## config.mk

```make
export PLATFORM = sky130hd
export DESIGN_NAME = dram_axi_master
export DESIGN_NICKNAME = d
export VERILOG_FILES = /design/src/rtl/dram_axi_pkg.sv /design/src/rtl/dram_axi_master.sv
export SDC_FILE = /design/constraint.sdc
export NUM_CORES = 1
export LEC_CHECK = 0
export ABC_CLOCK_PERIOD_IN_PS = 4550
export BUFFER_PORTS_ARGS = -buffer_cell sky130_fd_sc_hd__buf_4
export CAP_MARGIN = 20
export CORE_UTILIZATION = 55
export CTS_CLUSTER_DIAMETER = 150
export DETAILED_ROUTE_END_ITERATION = 7
export MAX_ROUTING_LAYER = met4
export PLACE_DENSITY = 0.84
export SKIP_LAST_GASP = 1
export SLEW_MARGIN = 20
export SYNTH_ARGS = -nofsm -noshare
export SYNTH_HDL_FRONTEND = slang
export SYNTH_SLANG_ARGS = --single-unit
```

## constraint.sdc

```tcl
create_clock -name clk -period 4.55 [get_ports clk]
set_input_delay 0.6825 -clock clk [delete_from_list [all_inputs] [get_ports clk]]
set_output_delay 0.6825 -clock clk [all_outputs]
set_load 0.01 [all_outputs]
```

## src/rtl/dram_axi_pkg.sv

```systemverilog
// Shared types and defaults for the DRAM-side AXI master: FSM state encoding,
// request bundle, and default address/data widths.
package dram_axi_pkg;

    localparam int DRAM_ADDR_W = 16;
    localparam int DRAM_DATA_W = 16;

    typedef enum logic [2:0] {
        IDLE    = 3'd0,
        WR      = 3'd1,
        WR_RESP = 3'd2,
        RD      = 3'd3,
        RD_DATA = 3'd4,
        RSP     = 3'd5
    } dram_mst_state_t;

    typedef struct packed {
        logic                   we;
        logic [DRAM_ADDR_W-1:0] addr;
        logic [DRAM_DATA_W-1:0] wdata;
    } dram_req_t;

endpackage

```

## src/rtl/dram_axi_master.sv

```systemverilog
// Single-outstanding AXI master: turns a one-beat core request/response port
// into AW/W/B or AR/R handshakes, with a per-wait-state timeout.
module dram_axi_master
    import dram_axi_pkg::*;
#(
    parameter int ADDR_W  = DRAM_ADDR_W,
    parameter int DATA_W  = DRAM_DATA_W,
    parameter int TIMEOUT = 256
) (
    input  logic              clk,
    input  logic              rst_n,
    // Core side: a transfer happens on any cycle where valid & ready are both
    // high; a valid, once raised, is held with stable payload until that cycle.
    input  logic              req_valid,
    output logic              req_ready,
    input  logic              req_we,
    input  logic [ADDR_W-1:0] req_addr,
    input  logic [DATA_W-1:0] req_wdata,
    output logic              rsp_valid,
    input  logic              rsp_ready,
    output logic              rsp_we,
    output logic [DATA_W-1:0] rsp_rdata,
    output logic              rsp_err,
    // DRAM AXI side
    output logic [ADDR_W-1:0] awaddr,
    output logic              awvalid,
    input  logic              awready,
    output logic [DATA_W-1:0] wdata,
    output logic              wvalid,
    input  logic              wready,
    input  logic              bvalid,
    output logic              bready,
    output logic [ADDR_W-1:0] araddr,
    output logic              arvalid,
    input  logic              arready,
    input  logic [DATA_W-1:0] rdata,
    input  logic              rvalid,
    output logic              rready,
    // Debug view of the FSM
    output dram_mst_state_t   state_dbg
);

    localparam int CNT_W = 16;

    dram_mst_state_t   state, state_d;
    logic [CNT_W-1:0]  cnt, cnt_d;
    logic              aw_done, aw_done_d;
    logic              w_done, w_done_d;

    logic              req_ready_d, rsp_valid_d, rsp_we_d, rsp_err_d;
    logic [DATA_W-1:0] rsp_rdata_d, wdata_d;
    logic [ADDR_W-1:0] awaddr_d, araddr_d;
    logic              awvalid_d, wvalid_d, bready_d, arvalid_d, rready_d;

    logic accept, aw_fire, w_fire, b_fire, ar_fire, r_fire, cnt_tmo, wait_state;

    assign accept     = req_valid & req_ready;
    assign aw_fire    = awvalid & awready;
    assign w_fire     = wvalid & wready;
    assign b_fire     = bvalid & bready;
    assign ar_fire    = arvalid & arready;
    assign r_fire     = rvalid & rready;
    assign cnt_tmo    = (cnt == CNT_W'(TIMEOUT - 1));
    assign wait_state = (state == WR) || (state == WR_RESP) ||
                        (state == RD) || (state == RD_DATA);
    assign state_dbg  = state;

    // State register
    always_ff @(posedge clk or negedge rst_n) begin
        if (!rst_n) begin
            state   <= IDLE;
            cnt     <= '0;
            aw_done <= 1'b0;
            w_done  <= 1'b0;
        end else begin
            state   <= state_d;
            cnt     <= cnt_d;
            aw_done <= aw_done_d;
            w_done  <= w_done_d;
        end
    end

    // Next-state: a completing handshake takes priority over the terminal count.
    always_comb begin
        state_d = state;
        case (state)
            IDLE:    if (accept) state_d = req_we ? WR : RD;
            WR: begin
                if ((aw_done || aw_fire) && (w_done || w_fire)) state_d = WR_RESP;
                else if (cnt_tmo)                               state_d = RSP;
            end
            WR_RESP: if (b_fire || cnt_tmo) state_d = RSP;
            RD: begin
                if (ar_fire)      state_d = RD_DATA;
                else if (cnt_tmo) state_d = RSP;
            end
            RD_DATA: if (r_fire || cnt_tmo) state_d = RSP;
            RSP:     if (rsp_ready) state_d = IDLE;
            default: state_d = IDLE;
        endcase
    end

    // Next values of every registered output, derived from the state move.
    always_comb begin
        req_ready_d = (state_d == IDLE);
        awvalid_d   = (state_d == WR) && ((state != WR) || (awvalid && !aw_fire));
        wvalid_d    = (state_d == WR) && ((state != WR) || (wvalid && !w_fire));
        bready_d    = (state_d == WR_RESP);
        arvalid_d   = (state_d == RD);
        rready_d    = (state_d == RD_DATA);
        rsp_valid_d = (state_d == RSP);
        aw_done_d   = (state == WR) && (state_d == WR) && (aw_done || aw_fire);
        w_done_d    = (state == WR) && (state_d == WR) && (w_done || w_fire);

        awaddr_d    = awaddr;
        wdata_d     = wdata;
        araddr_d    = araddr;
        rsp_we_d    = rsp_we;
        rsp_rdata_d = rsp_rdata;
        rsp_err_d   = rsp_err;
        cnt_d       = cnt;

        if (accept) begin
            rsp_we_d = req_we;
            if (req_we) begin
                awaddr_d = req_addr;
                wdata_d  = req_wdata;
            end else begin
                araddr_d = req_addr;
            end
        end

        // Entering RSP without a B or R handshake can only mean a timeout.
        if ((state_d == RSP) && (state != RSP)) begin
            rsp_rdata_d = ((state == RD_DATA) && r_fire) ? rdata : '0;
            rsp_err_d   = !(((state == RD_DATA) && r_fire) || ((state == WR_RESP) && b_fire));
        end

        if (state_d != state) cnt_d = '0;
        else if (wait_state)  cnt_d = cnt + CNT_W'(1);
    end

    // Output registers
    always_ff @(posedge clk or negedge rst_n) begin
        if (!rst_n) begin
            req_ready <= 1'b1;
            rsp_valid <= 1'b0;
            rsp_we    <= 1'b0;
            rsp_rdata <= '0;
            rsp_err   <= 1'b0;
            awaddr    <= '0;
            awvalid   <= 1'b0;
            wdata     <= '0;
            wvalid    <= 1'b0;
            bready    <= 1'b0;
            araddr    <= '0;
            arvalid   <= 1'b0;
            rready    <= 1'b0;
        end else begin
            req_ready <= req_ready_d;
            rsp_valid <= rsp_valid_d;
            rsp_we    <= rsp_we_d;
            rsp_rdata <= rsp_rdata_d;
            rsp_err   <= rsp_err_d;
            awaddr    <= awaddr_d;
            awvalid   <= awvalid_d;
            wdata     <= wdata_d;
            wvalid    <= wvalid_d;
            bready    <= bready_d;
            araddr    <= araddr_d;
            arvalid   <= arvalid_d;
            rready    <= rready_d;
        end
    end

endmodule
```

Word-level counts from Yosys, hierarchy flattened
Index checks and enable logic that the tools add are counted.
{"block": "totals", "regBits": 94, "in_bits": 58, "output_inout_bits": 76, "elab_cells": 80}
{"block": "op_classes", "n_addsub": 1, "eq_ne": 14, "muxes": 12, "bitwise": 7, "reduce_logical": 29}
{"cell": "16-bit two-way mux", "count": 3}
{"cell": "3-bit two-way mux", "count": 7}
{"cell": "3-bit case mux with 6 select lines", "count": 1}
{"cell": "16-bit by 1-bit adder with 16-bit output (second input constant)", "count": 1}
{"cell": "16-bit by 8-bit == test with 1-bit output (second input constant)", "count": 1}
{"cell": "3-bit by 2-bit == test with 1-bit output (second input constant)", "count": 4}
{"cell": "3-bit == test (second input constant)", "count": 4}
{"cell": "1-bit logical AND", "count": 11}
{"cell": "1-bit logical OR", "count": 10}
{"cell": "1-bit AND", "count": 6}
{"cell": "3-bit by 1-bit == test with 1-bit output (second input constant)", "count": 2}
{"cell": "3-bit logical NOT", "count": 2}
{"cell": "2-bit AND reduction", "count": 2}
{"cell": "1-bit logical NOT", "count": 3}
{"cell": "3-bit by 1-bit inequality test with 1-bit output (second input constant)", "count": 1}
{"cell": "3-bit inequality test", "count": 1}
{"cell": "3-bit inequality test (second input constant)", "count": 1}
{"cell": "2-bit two-way mux", "count": 1}
{"cell": "2-bit nonzero test", "count": 1}
{"cell": "1-bit inverter", "count": 1}

Depth between registers and ports, before layout
{"block": "depth", "ltp_word": 8, "ltp_mapped": 8, "ltp_nobuf": 6}

Worst setup path after synthesis
Ideal clock, no wire load.
{"block": "synth_path", "kind": "reg2reg", "start": "register cnt[12]", "end": "register cnt[10]", "setup_ns": 0.134, "arrival_time_ns": 2.416, "required_ns": 4.416, "path_slack_ns": 2.000, "stages_incl_launch_ff": 7, "n_path_buf": 1, "period_less_slack_ns": 2.550, "path_cell_list": "dfrtp_1 -> or4_4 -> or4_4 -> a211o_1 -> a221oi_4 -> buf_4 -> nor3_1"}
{"block": "synth_between", "elab_chain_len": 6, "elab_cells_between_ends": 12, "cone_classes": "eq/ne: 2; mux: 7; reduce/logical: 3"}
{"item": "from (decl)", "line": "dram_axi_master.sv:46", "source": "logic [CNT_W-1:0] cnt, cnt_d;"}
{"item": "from (signal assigned)", "line": "dram_axi_master.sv:77", "source": "cnt <= cnt_d;"}
{"item": "16-bit by 8-bit == test with 1-bit output *", "line": "dram_axi_master.sv:63", "source": "assign cnt_tmo = (cnt == CNT_W'(TIMEOUT - 1));"}
{"item": "3-bit two-way mux, or another cell as far along", "line": "dram_axi_master.sv:90, dram_axi_master.sv:95"}
{"item": "3-bit two-way mux, on equally long branches"}
{"item": "3-bit case mux with 6 select lines *", "line": "dram_axi_master.sv:86", "source": "case (state)"}
{"item": "3-bit inequality test *", "line": "dram_axi_master.sv:139", "source": "if (state_d != state) cnt_d = '0;"}
{"item": "16-bit two-way mux or 2-bit nonzero test (tied branches)"}
Mark *: on every way between the ends. The rest lies on a longest branch, timed or not.
A chain may end at the register's enable or synchronous reset.

Worst setup path in the final report
{"block": "layout_path", "start": "register state[0] (netlist: state_dbg[0])", "end": "register rsp_rdata[6]"}
{"block": "layout_between", "elab_chain_len": 5, "elab_cells_between_ends": 19, "cone_classes": "eq/ne: 7; mux: 9; reduce/logical: 3"}
{"item": "from (decl)", "line": "dram_axi_master.sv:45", "source": "dram_mst_state_t state, state_d;"}
{"item": "from (signal assigned)", "line": "dram_axi_master.sv:76", "source": "state <= state_d;"}
{"item": "3-bit two-way mux", "line": "dram_axi_master.sv:90, dram_axi_master.sv:95"}
{"item": "3-bit two-way mux, on equally long branches", "line": "dram_axi_master.sv:94, dram_axi_master.sv:89"}
{"item": "3-bit case mux with 6 select lines", "line": "dram_axi_master.sv:86"}
{"item": "3-bit == test", "line": "dram_axi_master.sv:134", "source": "if ((state_d == RSP) && (state != RSP)) begin"}
{"item": "1-bit logical AND", "line": "dram_axi_master.sv:134"}
{"item": "to (signal assigned)", "line": "dram_axi_master.sv:163", "source": "rsp_rdata <= rsp_rdata_d;"}
{"item": "to (decl)", "line": "dram_axi_master.sv:22", "source": "output logic [DATA_W-1:0] rsp_rdata,"}
Parallel ways exist; a longest one is shown, timed or not.

==> metrics.md <==
| Metric | Value |
|---|---|
| Startpoint types | flop |
| # resized after CTS | 0 |
| Seq cells post-synth | 94 |
| Post-CTS setup buffers | 0 |
| Async SR Flop Fraction | 100.0% |
| Crit-path slowest cell | dfrtp_1 |
| Initial Util | 57.67% |
| Post-synthesis cell area | between 4000 and 5000 sq um |
| Clock-pin slew on the worst setup and hold paths | 90 ps |
| Crit Path Max Fanout | 24 |
| Final Hold Viols | 0 |
| Filler Cells Inserted | 505 |
| Met1 Wirelength | 4226 microns |
| Fin crit share | 72.20% |
| Hold WC Path Type | input port to async pin |
| Setup repair after global routing missed its margin | false |
| Actual slew at the worst max-slew pin | 793.0 ps |
| First-pass GRT wire length | 16120 microns |
| Total power | around 3600 uW |
| P per Cell Area | roughly 660 nW/um^2 |
| Top cells by area, synth | dfrtp_1, mux2_2, o211ai_1 |
| Cts hold-fix bufs | 0 |
| Die W | 89.68 microns |
| Pleak | between 0.002 and 0.003 uW |
| DR top layer | met4 |
| Maximum VDD drop | between 0.4 and 0.5 mV |
| Inserted Clock Buffers | 9 |
| Number of synthesized flops with an enable pin | 0 |
| Setup-failing EPs final | 0 |
| Post-Route Utilization | 75.42% |
| N_diodes | 0 |
| Most frequent cells in the layout | buf_4, dfrtp_1, mux2_2 |
| IO Port Bufs | between 100 and 150 |
| Worst slew margin | 47.13% |
| Worst EP required | 4760 ps |
| Drc violations | 0 |
| Yosys cell types | 47 |
| WP data arrival | 3490 ps |
| Remaining antenna violation count | 0 |
| Initial antenna violation count | 0 |
| Area leader, netlist | dfrtp_1 |
| Synthesized area per cell | 11.40 sq um |
| Share of cells above drive strength 1 | 41.19% |
| Synth top area share | 55.05% |
| Worst setup EP type | flop |
| Vias per cell | 5.608 |
| Chip height | 89.68 microns |
| Metal2 WL | 5317 microns |
| Via Count | 3387 |
| I/O Pins | 134 |
| Setup_tns | 0 ps |
| Worst hold slack | 356.6 ps |
| Worst skew pair latency | 360 ps |
| Initial DRC Count | roughly 180 |
| Clock H-tree levels | 3 |
| Routed WL per cell | about 17 microns |
| CTS sink count | 94 |
| Register area share after synthesis | 55.67% |
| GRT Total Usage | 27.90% |
| Clk_skew | 16.54 ps |
| Clock Tree Buf Depth | 2 |
| Max-slew violations | 0 |
| Total Wirelength | approximately 10000 microns |
| Fmax | 304.4 MHz |
| First-pass DRT Iterations | 5 |
| GPL Wtd Cong | around 0.86 |
| Number of global-route vias before repair | 3326 |
| Rows | 31 |
| CP max stage delay | 850 ps |
| Synthesis Warnings | 0 |
| Register area | about 2400 sq um |
| CTS tree | done |
| WS Path Type | flop to flop |
| Status | finished, final reports clean |
| Clock root cell | clkbuf_8 |
| Ys flop type | dfrtp_1 |
| Total gr overflow | 0 |
| Final worst path period need | about 3300 ps |
| CP Cell Sequence | nor3b_1 > a21boi_0 > o21ai_0 > a22oi_2 > o211ai_1 |
| Area Growth Syn to Fin | 30.78% |
| Commonest non-fill, non-tap cell in the layout | buf_4 |
| Core ar. | 7331 sq um |
| Largest net degree at the start of global routing | 55 |
| Max cap viols | 0 |
| Syn nets | 430 |
| Nets | 560 |
| Syn Inst Count | between 300 and 400 |
| Met3 wire length | between 700 and 800 microns |
| Area of the die | 8042 sq um |
| Area occupied by multi-input gates | 1699 sq um |
| HPWL Detailed | 7324 microns |
==> area by class of cell <==
type,instances,share of cell area (%)
flip-flops and latches,94,42.57
clock buffers,10,2.308
repair buffers,139,18.87
well taps,99,2.240
multi-input cells,231,30.73
clock inverters,5,1.516
inverters,26,1.765
==> state kept, by name, indices dropped and copies added (netlist names), 3 cells and up <==
register   cells
wdata         16
state_dbg      3
rsp_rdata     16
araddr        16
cnt           16
awaddr        16
==> cell families (layout without fill, tap and decap cells) <==
family	Yosys count	count (layout)	synth area share, %
muxes	49	49	13.02
xor gates and xnor gates	15	15	3.108
DFF	94	94	55.67
and+or+nand+nor	120	120	15.06
AOI/OAI and AO/OA	46	46	8.464
buffers and inverters	46	180	4.380
adders and majority gates	1	1	0.2959
==> worst paths after layout <==
check                           slack, ps                  endpoint  depth (start not counted)              startpoint
worst min register to register        490        rsp_we$_DFFE_PN0P_                          2      rsp_we$_DFFE_PN0P_
max in group asynchronous            3180        rsp_we$_DFFE_PN0P_                          2                   rst_n
worst max register to register       1260  rsp_rdata[6]$_DFFE_PN0P_                          5  state_dbg[0]$_DFF_PN0_
worst max-delay path                 1260  rsp_rdata[6]$_DFFE_PN0P_                          5  state_dbg[0]$_DFF_PN0_
min in group clk                      490        rsp_we$_DFFE_PN0P_                          2      rsp_we$_DFFE_PN0P_
worst min-delay path                  360    awaddr[14]$_DFFE_PN0P_                          1                   rst_n
==> through the flow <==
| stage | std cells | area, sq um | setup slack (ps) |
|---|---|---|---|
| after floorplan | 371 | 4228 | 2000 |
| after detailed placement | 588 | 5310 | 1310 |
| after global routing | 604 | 5529 | 966.0 |
| final | 604 | 5529 | 1265 |
| after CTS | 603 | 5522 | 1304 |
| after global placement | 588 | 5310 | 1447 |
==> synthesized netlist by cell type, types with 2 or more instances <==
cell type	n
a211oi_1	2
mux2_2	48
a21o_1	4
xor2_1	3
nor4_1	2
inv_1	26
or3_1	4
nand3b_1	2
nor2_1	12
o21ai_0	4
and3_1	2
xnor2_1	12
a221oi_1	2
nand4b_1	3
nand2_1	30
nand3_1	8
nand4_1	20
dfrtp_1	93
and2_1	2
or4_4	2
nand2b_1	3
o211ai_1	18
nor3_1	24
nor3b_1	2
a21oi_1	6
buf_1	2
clkbuf_1	15
==> per-layer routing <==
metal  up-vias  global-route usage [%]
li1       1580                       -
met1      1668                   34.66
met2       133                   43.94
met3         6                   8.684
met4         0                   8.658
met5         -                       -
==> worst max-delay path: cells and delay by family (launching register included) <==
family           cells  cell delay (ps)
AND/OR/NAND/NOR      1              530
flip-flops           1              850
AO/OA/AOI/OAI        4             1750
==> report_power, final <==
| part | leakage [uW] | switching [uW] | total, uW | internal [uW] |
|---|---|---|---|---|
| Sequential | 0.00113 | 264 | 1430 | 1170 |
| Clock | 0.0000990 | 288 | 597 | 309 |
| Combinational | 0.00139 | 782 | 1600 | 819 |
| Total | 0.00263 | 1330 | 3630 | 2290 |
Power figures use the tool's default switching activity.
